## src/rtl/rom_loader.sv

```systemverilog
// rom_loader
//   Copies one length-prefixed image from the cartridge ROM byte stream into
//   local program BRAM. The image starts at ROM_BASE with a 2-byte
//   little-endian length header. The payload bytes follow the header and are
//   written to BRAM addresses 0..len-1.
//
//   Optional feature macro: CHECKSUM_EN
//     When it is defined, one more byte is read after the payload. That byte
//     must equal the 8-bit sum of the payload bytes, otherwise error_out is set.
//     When it is undefined, no trailing byte is read and the sum logic is absent.
//
// Ports
//   clk_in        system clock
//   rst_in        synchronous active-high reset
//   start_in      1-cycle pulse that starts a load; only honoured in IDLE
//   rom_valid_in  1-cycle strobe meaning rom_data_in is valid
//   rom_data_in   byte from the ROM reader
//   rom_addr_out  ROM address the reader fetches next
//   wr_en_out     BRAM write enable, one cycle per payload byte
//   wr_addr_out   BRAM write address
//   wr_data_out   BRAM write data
//   busy_out      high from an accepted start until the load finishes
//   done_out      1-cycle pulse when the load finishes (success or error)
//   error_out     sticky error flag; cleared by the next accepted start
module rom_loader #(
  parameter logic [15:0] ROM_BASE   = 16'h0000,
  parameter int          DEPTH      = 4096,
  parameter int          ADDR_WIDTH = $clog2(DEPTH)
) (
  input  logic                  clk_in,
  input  logic                  rst_in,
  input  logic                  start_in,
  input  logic                  rom_valid_in,
  input  logic [7:0]            rom_data_in,
  output logic [15:0]           rom_addr_out,
  output logic                  wr_en_out,
  output logic [ADDR_WIDTH-1:0] wr_addr_out,
  output logic [7:0]            wr_data_out,
  output logic                  busy_out,
  output logic                  done_out,
  output logic                  error_out
);

`ifdef CHECKSUM_EN
  typedef enum logic [2:0] {
    S_IDLE, S_LEN_LO, S_LEN_HI, S_PAYLOAD, S_CHECK
  } state_t;
`else
  typedef enum logic [1:0] {
    S_IDLE, S_LEN_LO, S_LEN_HI, S_PAYLOAD
  } state_t;
`endif

  state_t                state_q, state_d;
  logic [15:0]           rom_addr_q, rom_addr_d;
  logic [15:0]           len_q, len_d;
  logic [ADDR_WIDTH-1:0] cnt_q, cnt_d;
  logic                  wr_en_q, wr_en_d;
  logic [ADDR_WIDTH-1:0] wr_addr_q, wr_addr_d;
  logic [7:0]            wr_data_q, wr_data_d;
  logic                  busy_q, busy_d;
  logic                  done_q, done_d;
  logic                  error_q, error_d;
`ifdef CHECKSUM_EN
  logic [7:0]            sum_q, sum_d;
`endif

  logic        accept;
  logic [15:0] hdr_len;
  logic        hdr_too_big;
  logic        last_byte;

  // A byte only counts once a load is in progress; strobes in IDLE are dropped.
  assign accept      = rom_valid_in && (state_q != S_IDLE);
  // The header length is complete the moment the high byte arrives.
  assign hdr_len     = {rom_data_in, len_q[7:0]};
  assign hdr_too_big = 17'(hdr_len) > 17'(DEPTH);
  // 17-bit compare so that len == DEPTH (counter wraps to 0 after the last
  // byte) is still recognised correctly.
  assign last_byte   = (17'(cnt_q) + 17'd1) == 17'(len_q);

  always_comb begin
    state_d    = state_q;
    rom_addr_d = rom_addr_q;
    len_d      = len_q;
    cnt_d      = cnt_q;
    wr_en_d    = 1'b0;
    wr_addr_d  = wr_addr_q;
    wr_data_d  = wr_data_q;
    busy_d     = busy_q;
    done_d     = 1'b0;
    error_d    = error_q;
`ifdef CHECKSUM_EN
    sum_d      = sum_q;
`endif

    if (accept) begin
      rom_addr_d = rom_addr_q + 16'd1;
    end

    case (state_q)
      S_IDLE: begin
        if (start_in) begin
          state_d    = S_LEN_LO;
          busy_d     = 1'b1;
          error_d    = 1'b0;
          rom_addr_d = ROM_BASE;
          cnt_d      = '0;
`ifdef CHECKSUM_EN
          sum_d      = 8'd0;
`endif
        end
      end

      S_LEN_LO: begin
        if (accept) begin
          len_d[7:0] = rom_data_in;
          state_d    = S_LEN_HI;
        end
      end

      S_LEN_HI: begin
        if (accept) begin
          len_d[15:8] = rom_data_in;
          if (hdr_too_big) begin
            error_d = 1'b1;
            done_d  = 1'b1;
            busy_d  = 1'b0;
            state_d = S_IDLE;
          end else if (hdr_len == 16'd0) begin
`ifdef CHECKSUM_EN
            state_d = S_CHECK;
`else
            done_d  = 1'b1;
            busy_d  = 1'b0;
            state_d = S_IDLE;
`endif
          end else begin
            state_d = S_PAYLOAD;
          end
        end
      end

      S_PAYLOAD: begin
        if (accept) begin
          wr_en_d   = 1'b1;
          wr_addr_d = cnt_q;
          wr_data_d = rom_data_in;
          cnt_d     = cnt_q + ADDR_WIDTH'(1);
`ifdef CHECKSUM_EN
          sum_d     = sum_q + rom_data_in;
`endif
          if (last_byte) begin
`ifdef CHECKSUM_EN
            state_d = S_CHECK;
`else
            done_d  = 1'b1;
            busy_d  = 1'b0;
            state_d = S_IDLE;
`endif
          end
        end
      end

`ifdef CHECKSUM_EN
      S_CHECK: begin
        if (accept) begin
          error_d = (rom_data_in != sum_q);
          done_d  = 1'b1;
          busy_d  = 1'b0;
          state_d = S_IDLE;
        end
      end
`endif

      default: begin
        state_d = S_IDLE;
      end
    endcase
  end

  always_ff @(posedge clk_in) begin
    if (rst_in) begin
      state_q    <= S_IDLE;
      rom_addr_q <= ROM_BASE;
      len_q      <= '0;
      cnt_q      <= '0;
      wr_en_q    <= 1'b0;
      wr_addr_q  <= '0;
      wr_data_q  <= '0;
      busy_q     <= 1'b0;
      done_q     <= 1'b0;
      error_q    <= 1'b0;
`ifdef CHECKSUM_EN
      sum_q      <= 8'd0;
`endif
    end else begin
      state_q    <= state_d;
      rom_addr_q <= rom_addr_d;
      len_q      <= len_d;
      cnt_q      <= cnt_d;
      wr_en_q    <= wr_en_d;
      wr_addr_q  <= wr_addr_d;
      wr_data_q  <= wr_data_d;
      busy_q     <= busy_d;
      done_q     <= done_d;
      error_q    <= error_d;
`ifdef CHECKSUM_EN
      sum_q      <= sum_d;
`endif
    end
  end

  assign rom_addr_out = rom_addr_q;
  assign wr_en_out    = wr_en_q;
  assign wr_addr_out  = wr_addr_q;
  assign wr_data_out  = wr_data_q;
  assign busy_out     = busy_q;
  assign done_out     = done_q;
  assign error_out    = error_q;

endmodule

```

## config.mk

```make
export PLATFORM = sky130hd
export DESIGN_NAME = rom_loader
export DESIGN_NICKNAME = d
export VERILOG_FILES = /design/src/rtl/rom_loader.sv
export SDC_FILE = /design/constraint.sdc
export NUM_CORES = 1
export LEC_CHECK = 0
export BUFFER_PORTS_ARGS = -buffer_cell sky130_fd_sc_hd__clkbuf_2
export CAP_MARGIN = 20
export CORE_MARGIN = 1
export CORE_UTILIZATION = 45
export DETAILED_ROUTE_END_ITERATION = 10
export HOLD_SLACK_MARGIN = 0.05
export MAX_ROUTING_LAYER = met4
export PLACE_DENSITY_LB_ADDON = 0.3
export SETUP_SLACK_MARGIN = 0.2
export SLEW_MARGIN = 10
export SYNTH_ARGS = -nofsm -noshare
export SYNTH_HDL_FRONTEND = slang
export SYNTH_SLANG_ARGS = --single-unit
```

## constraint.sdc

```tcl
create_clock -name clk_in -period 2 [get_ports clk_in]
set_input_delay 0.2 -clock clk_in [delete_from_list [all_inputs] [get_ports clk_in]]
set_output_delay 0.2 -clock clk_in [all_outputs]
set_load 0.05 [all_outputs]
```

# == Word level (Yosys, flattened, before mapping) ==
# Cells that the tools add are included.
# word_totals
word_cells,74
regBits,70
output_inout_bits,40
inputBits,12
# op_classes
eq_ne,11
muxes,32
n_reduce_logical,15
n_addsub,3
n_lt_le_gt_ge,1
bitwise,1
# ops
operator,count
$mux W16,3
$mux W12,2
$pmux W12 S2,1
$add A16 B1 Y16 const B,1
$eq A13 B16 Y1,1
$gt A16 B13 Y1 const B,1
$logic_not A16 Y1,1
$mux W1,15
$mux W2,7
$add A12 B1 Y13 const B,1
$add A12 B1 Y12 const B,1
$ne A2 B2 Y1 const B,6
$pmux W2 S4,1
$reduce_and A2 Y1,3
$reduce_and A6 Y1,1
$reduce_bool A2 Y1,3
$reduce_and A5 Y1,1
$eq A2 B2 Y1 const B,2
$pmux W1 S2,2
$reduce_and A4 Y1,1
$ne A3 B3 Y1 const B,1
$pmux W1 S3,1
$reduce_and A3 Y1,1
$reduce_bool A3 Y1,1
other kinds (5),5

# == Logic depth before layout (Yosys ltp) ==
# Gate-level depths: netlist of run 1.
# depth
word_depth,5
ltp_mapped,8
mapped_depth_nobuf,7

# == Worst setup path after synthesis of run 1 ==
# Ideal clock, no wire load.
# synth_timing
kind,register to register
startpoint,register cnt_q[0]
endpoint,register busy_q (netlist: busy_out)
arrival_time_ns,1.836
n_path_buf,0
t_required_ns,1.867
slack_ns,0.031
path_stages_with_launch,8
period_less_slack_ns,1.969
setup_ns,0.133
cell_sequence,dfxtp_1 ha_1 nand3_2 nor2_2 nand4_1 a32o_1 a2111oi_4 o21ai_0
# synth_between
elab_chain_cells,4
# synth_rtl
element,line_no,rtl
"start, declared",57,"logic [ADDR_WIDTH-1:0] cnt_q, cnt_d;"
"start signal, assigned",201,cnt_q <= cnt_d;
$add A12 B1 Y13,80,assign last_byte = (17'(cnt_q) + 17'd1) == 17'(len_q);
$eq A13 B16 Y1,80,
$ne A2 B2 Y1 (no source line),-,
$reduce_and A6 Y1 (no source line),-,
"end signal, assigned",205,busy_q <= busy_d;
"end, declared",61,"logic busy_q, busy_d;"
# Every way passes these cells.
# A chain may end at the register's enable or synchronous reset.

# == Worst setup path in the final report of run 1 ==
# layout_timing
startpoint,register cnt_q[0]
endpoint,register state_q[0]
# layout_between
elab_chain_cells,4
# layout_rtl
element,line_no,rtl
$add A12 B1 Y13,80,
$eq A13 B16 Y1,80,
$ne A2 B2 Y1 (no source line),-,
$reduce_and A5 Y1 (no source line),-,
"end signal, assigned",198,state_q <= state_d;
"end, declared",54,"state_t state_q, state_d;"
# Every way passes these cells.

==> impl_metrics.py, run 1 <==
metrics = {
    "clock_tree": {
        "clk_pin_slew_ns": 0.08,
        "clock_latency_ns": 0.35,
        "clock-root-buffer": "clkbuf_8",
        "cts.sinks": 70,
        "cts_tree": "done",
        "cts_buffer_depth": 2,
        "htree_levels": 3,
        "cts_buffers": 9,
    },
    "die": {
        "row_count": 30,
        "core_um2": 6910,
        "die_w_um": 87.1,
        "die_area_um2": 7580,
        "io_pins": 52,
        "start_util": 0.472,
        "die_h_um": 87.1,
    },
    "route": {
        "dr.max_layer_used": "met4",
        "wl_per_cell_um": 14.0,
        "wl_met3_um": 415,
        "drt-vias-per-instance": 5.26,
        "firstDrtPassIters": 4,
        "drc": 0,
        "drtIter0Drc": 174,
        "wirelength_mm": 7.94,
        "ant_nets": 0,
        "vias": 2979,
        "wl_met2_mm": 3.62,
        "wl_met1_mm": 3.79,
    },
    "critical_path": {
        "critPathLaunch": "cnt_q[0]",
        "endpoint": "state_q[0]",
        "ff2ff_path_depth": 7,
        "required_ns": 2.22,
        "r2r_start": "cnt_q[0]",
        "cp.arrival_ns": 2.11,
        "crit_type": "reg -> reg",
        "cp-end-kind": "flip-flop",
        "startpoint_type": "flip-flop",
        "r2r_end": "state_q[0]",
        "path_max_fanout": 5,
        "reg2reg_slack_ns": 0.11,
    },
    "sta": {
        "slew_headroom": 0.601,
        "fin_skew_ns": 0.00618,
        "hold_violations": 0,
        "slew_violations": 0,
        "layout_min_cycle_time_ns": 1.89,
        "timing.hold.ws_ns": 0.118,
        "fin_ws_ns": 0.109,
        "setup_violations": 0,
        "fmax_ghz": 0.529,
        "max_slew.worst_pin.slew_ns": 0.596,
        "rsz0062_at_grt": "yes",
        "finalCritPeriodShare": 0.945,
    },
    "synth": {
        "avgSynthCellArea_um2": 8.31,
        "synthTopCellsByArea": "dfxtp_1 (43%), nand2_1 (7.1%), nor2_1 (6.0%), a21oi_1 (5.8%), mux2i_1 (5.5%)",
        "yosys.area_share.adder": 0.00768,
        "synth_xor_xnor_area_share": 0.0672,
        "synth_edf_count": 0,
        "synth_top_area_frac": 0.430,
        "synthMuxAreaShare": 0.0553,
        "seq_area_frac_synth": 0.430,
        "ys_ff_latch": 70,
        "syn_area_um2": 3260,
        "synthTopCellsByCount": "dfxtp_1 (70), nand2_1 (62), nor2_1 (52), a21oi_1 (38), mux2i_1 (18)",
        "synthCells": 392,
        "synth_compound_area_frac": 0.147,
        "synth_warnings": 0,
        "synthArstFlopShare": 0,
        "dominantRegCellSynth": "dfxtp_1",
        "netlist-cell-type-count": 48,
        "synth_top_family_by_area": "simple AND/OR/NAND/NOR gates",
        "synth_top_cell_by_area": "dfxtp_1",
        "yosys.area_share.simple": 0.247,
        "yosysMostFrequentCell": "dfxtp_1",
        "syn-num-nets": 406,
    },
    "placement": {
        "dp_hpwl_mm": 5.49,
        "place_area_um2": 3740,
        "gp_congestion": 0.889,
        "numPortBuffers": 51,
        "place_ws_ns": -0.0548,
    },
    "layout": {
        "drive_gt1_frac": 0.279,
        "nFillCells": 645,
        "design_area_um2": 4190,
        "regArea_um2": 1420,
        "nets": 479,
        "utilization": 0.607,
        "area_delta_synth_final_pct": 28.8,
        "n_antenna_cell": 0,
        "multiInputGateArea_um2": 1850,
    },
    "worst_hold_path": {
        "hp-class": "in -> reg",
    },
    "status": {
        "run_status": "finished, final reports clean",
    },
    "grt": {
        "grtUsageTotal": 0.231,
        "grt_pass1_vias": 2745,
        "grt_overflow_total": 0,
        "grt_pass1_wl_mm": 13.1,
        "grt_max_degree": 35,
        "antenna_found_initial": 0,
    },
    "pwr": {
        "totalPowerFinal_mw": 3.23,
        "p_per_area_nw_per_um2": 771,
        "vdd_drop_max_uv": 398,
        "total_leakage_power_nw": 1.75,
    },
    "flow_run": {
        "drv_cap": 0,
    },
}
[worst min path at each step]
stage                        start              to  cells past startpoint
CTS                 rom_data_in[2]  wr_data_out[2]                      3
floorplan           rom_data_in[0]  wr_data_out[0]                      2
global placement    wr_data_out[5]  wr_data_out[5]                      2
detailed placement  wr_data_out[5]  wr_data_out[5]                      2
global route        rom_data_in[2]  wr_data_out[2]                      3
finish              rom_data_in[2]  wr_data_out[2]                      3
[cell usage in the layout (no fill, tap or decap), types with 4 or more instances in the layout]
cell type  instances
clkbuf_2          51
xnor2_1           10
inv_1              5
bufinv_16          4
clkbuf_8          10
dfxtp_4            4
dfxtp_1           62
nand2_1           62
and3_1             8
buf_4             35
or3_1              4
o21ai_0           11
nand4_1            4
dfxtp_2            4
nand3b_1           6
xor2_1            14
nand3_1            6
nor2_1            52
mux2i_1           18
nor3_1             5
a21oi_1           38
a31oi_1            6
[worst max-delay path: stages (launching register included)]
cell	delay [ns]
dfxtp_4	0.37
nand4_1	0.24
or2_0	0.19
buf_4	0.15
a21oi_1	0.06
nand3b_1	0.22
a2111oi_4	0.42
a21oi_1	0.12
[area by class of cell]
cell class,count,share of cell area
Clock buffer,10,0.0328
Clock inverter,6,0.0316
Inverter,5,0.00447
Multi-Input combinational cell,293,0.440
Sequential cell,70,0.339
Tap cell,96,0.0286
Timing Repair Buffer,86,0.124
[power breakdown]
part           switching, mW  internal [mW]  leakage, nW
Clock                  0.549          0.986        0.132
Combinational          0.162         0.0981         1.05
Sequential            0.0269           1.41        0.570
Total                  0.737           2.49         1.75
[cell families (layout without fill, tap and decap cells)]
family | after synthesis | count (layout)
buffers and inverters | 29 | 107
adder cells (fa/ha/maj) | 2 | 2
AND/OR/NAND/NOR | 171 | 171
AO/OA/AOI/OAI | 77 | 77
flip-flops | 70 | 70
XOR/XNOR | 25 | 25
multiplexers | 18 | 18
[registers in the layout, summed over array words and instances, names as in the netlist]
name          cells
state_q           2
rom_addr_out     16
busy_out          1
len_q            16
wr_en_out         1
error_out         1
wr_addr_out      12
cnt_q            12
wr_data_out       8
done_out          1
[metrics by stage]
stage               cells  TNS, ns
floorplan             392        0
global placement      543        0
detailed placement    543  -0.0706
CTS                   561        0
global route          566        0
finish                566        0
[metal layers]
layer	GRT usage	vias up
met5	-	-
met4	0.0848	0
met3	0.0531	9
met2	0.339	85
met1	0.311	1379
li1	-	1506
[timing repair]
action / in CTS / in global routing
hold buffers: 0 / 0
resized for setup: 11 / 19
setup buffers: 2 / 5
pin swaps: 9 / 15
setup endpoints to repair: 7 / 16
Power figures use the tool's default switching activity.
==> run 2, diff against run 1 <==
- HOLD_SLACK_MARGIN: 0.05 -> 0.15
==> run 2 against run 1 <==
Compared with the run above: sequential share of layout area fell by 0.40 points; design area up 1.2%; sequential power is essentially flat; critical endpoint unchanged; setup slack improved by 0.0031 ns; global-route usage increased by 0.30 points; largest power group unchanged; via count increased by 0.57%; clock power is essentially flat.
==> impl_metrics.py, run 2 (same netlist as run 1, synthesis figures left out) <==
metrics = {
    "layout": {
        "layout_common_cells": "nand2_1 (62), dfxtp_1 (62), nor2_1 (52)",
        "n_antenna_cell": 0,
        "design_area_um2": 4240,
        "nets": 484,
        "nFillCells": 639,
        "regArea_um2": 1420,
        "final_cells": 571,
        "multiInputGateArea_um2": 1850,
        "utilization": 0.614,
        "drive_gt1_frac": 0.276,
        "area_delta_synth_final_pct": 30.3,
    },
    "route": {
        "wl_per_cell_um": 14.0,
        "drc": 0,
        "ant_nets": 0,
        "vias": 2996,
        "firstDrtPassIters": 4,
        "wirelength_mm": 7.99,
        "drtIter0Drc": 199,
        "drt-vias-per-instance": 5.25,
    },
    "die": {
        "io_pins": 52,
        "die_w_um": 87.1,
        "start_util": 0.472,
        "row_count": 30,
        "die_h_um": 87.1,
        "die_area_um2": 7580,
        "core_um2": 6910,
    },
    "sta": {
        "finalCritPeriodShare": 0.944,
        "max_slew.worst_pin.slew_ns": 0.581,
        "fin_skew_ns": 0.00716,
        "hold_violations": 0,
        "layout_min_cycle_time_ns": 1.89,
        "rsz0062_at_grt": "yes",
        "slew_violations": 0,
        "timing.hold.ws_ns": 0.232,
        "setup_violations": 0,
        "fmax_ghz": 0.530,
        "slew_headroom": 0.612,
    },
    "grt": {
        "grt_overflow_total": 0,
        "grt_pass1_vias": 2792,
        "grt_pass1_wl_mm": 13.3,
        "grt_max_degree": 35,
        "antenna_found_initial": 0,
        "grtUsageTotal": 0.234,
    },
    "clock_tree": {
        "cts_tree": "done",
        "clk_pin_slew_ns": 0.08,
        "cts_buffer_depth": 2,
        "cts_buffers": 9,
        "clock-root-buffer": "clkbuf_8",
        "cts.sinks": 70,
        "clock_latency_ns": 0.35,
        "htree_levels": 3,
    },
    "critical_path": {
        "path_max_fanout": 5,
        "critPathLaunch": "cnt_q[0]",
        "reg2reg_slack_ns": 0.11,
        "cp-end-kind": "flip-flop",
        "r2r_end": "state_q[0]",
        "required_ns": 2.21,
        "startpoint_type": "flip-flop",
        "ff2ff_path_depth": 7,
        "endpoint": "state_q[0]",
        "crit_type": "reg -> reg",
        "cp.arrival_ns": 2.10,
        "r2r_start": "cnt_q[0]",
    },
    "placement": {
        "dp.cells": 543,
        "numPortBuffers": 51,
        "dp_hpwl_mm": 5.49,
        "place_area_um2": 3740,
        "gp_congestion": 0.889,
    },
    "pwr": {
        "totalPowerFinal_mw": 3.24,
        "total_leakage_power_nw": 1.77,
        "vdd_drop_max_uv": 398,
        "p_per_area_nw_per_um2": 763,
    },
    "worst_hold_path": {
        "min_path_cells": 4,
        "hp-class": "in -> reg",
    },
    "flow_run": {
        "drv_cap": 0,
    },
    "status": {
        "run_status": "finished, final reports clean",
    },
}
[run 2: cell types whose count changed in the layout (fill, tap and decap cells not counted), sizes merged]
cell | before | now
dlygate4sd3 | 0 | 5
[run 2: metal layers]
layer / wire length (um) / global-route usage / vias up
met5: 0 / - / -
met4: 127 / 0.0848 / 0
met1: 3770 / 0.312 / 1388
li1: - / - / 1515
met2: 3700 / 0.349 / 83
met3: 391 / 0.0531 / 10
[run 2: through the flow]
step	TNS [ns]	worst slack, ns
2_1_floorplan	0	0.204
3_3_place_gp	0	0.0164
3_5_place_dp	-0.0706	-0.0548
4_1_cts	0	0.00753
5_1_grt	0	0.00826
6_report	0	0.112
[run 2: how the worst min path moves through the flow]
stage | from | end | slack [ns]
2_1_floorplan | rom_data_in[0] | wr_data_out[0] | 0.34
3_3_place_gp | wr_data_out[5] | wr_data_out[5] | 0.44
3_5_place_dp | wr_data_out[5] | wr_data_out[5] | 0.45
4_1_cts | rst_in | busy_out | 0.20
5_1_grt | rom_data_in[3] | len_q[3] | 0.23
6_report | rom_data_in[3] | len_q[11] | 0.23
[run 2: final cells by class]
cell class	count	area share
Sequential cell	70	0.335
Multi-Input combinational cell	293	0.435
Inverter	5	0.00442
Timing Repair Buffer	91	0.134
Clock inverter	6	0.0312
Clock buffer	10	0.0324
Tap cell	96	0.0283
[run 2: repair_timing]
action / CTS / global route
pin swaps: 9 / 15
hold endpoints to repair: 10 / 0
gates resized for setup: 11 / 19
hold buffers: 5 / 0
endpoints found under the setup margin: 7 / 16
buffers inserted: 2 / 5
[run 2: critical path: stages, from the launching register on]
cell,delay (ns)
dfxtp_4,0.37
nand4_1,0.24
or2_0,0.19
buf_4,0.14
a21oi_1,0.06
nand3b_1,0.22
a2111oi_4,0.42
a21oi_1,0.12
[run 2: power by group]
part | total (mW) | leakage (nW) | switching (mW) | internal [mW]
clock network | 1.53 | 0.132 | 0.547 | 0.986
logic | 0.268 | 1.07 | 0.163 | 0.104
registers | 1.44 | 0.570 | 0.0267 | 1.41
total | 3.24 | 1.77 | 0.737 | 2.50
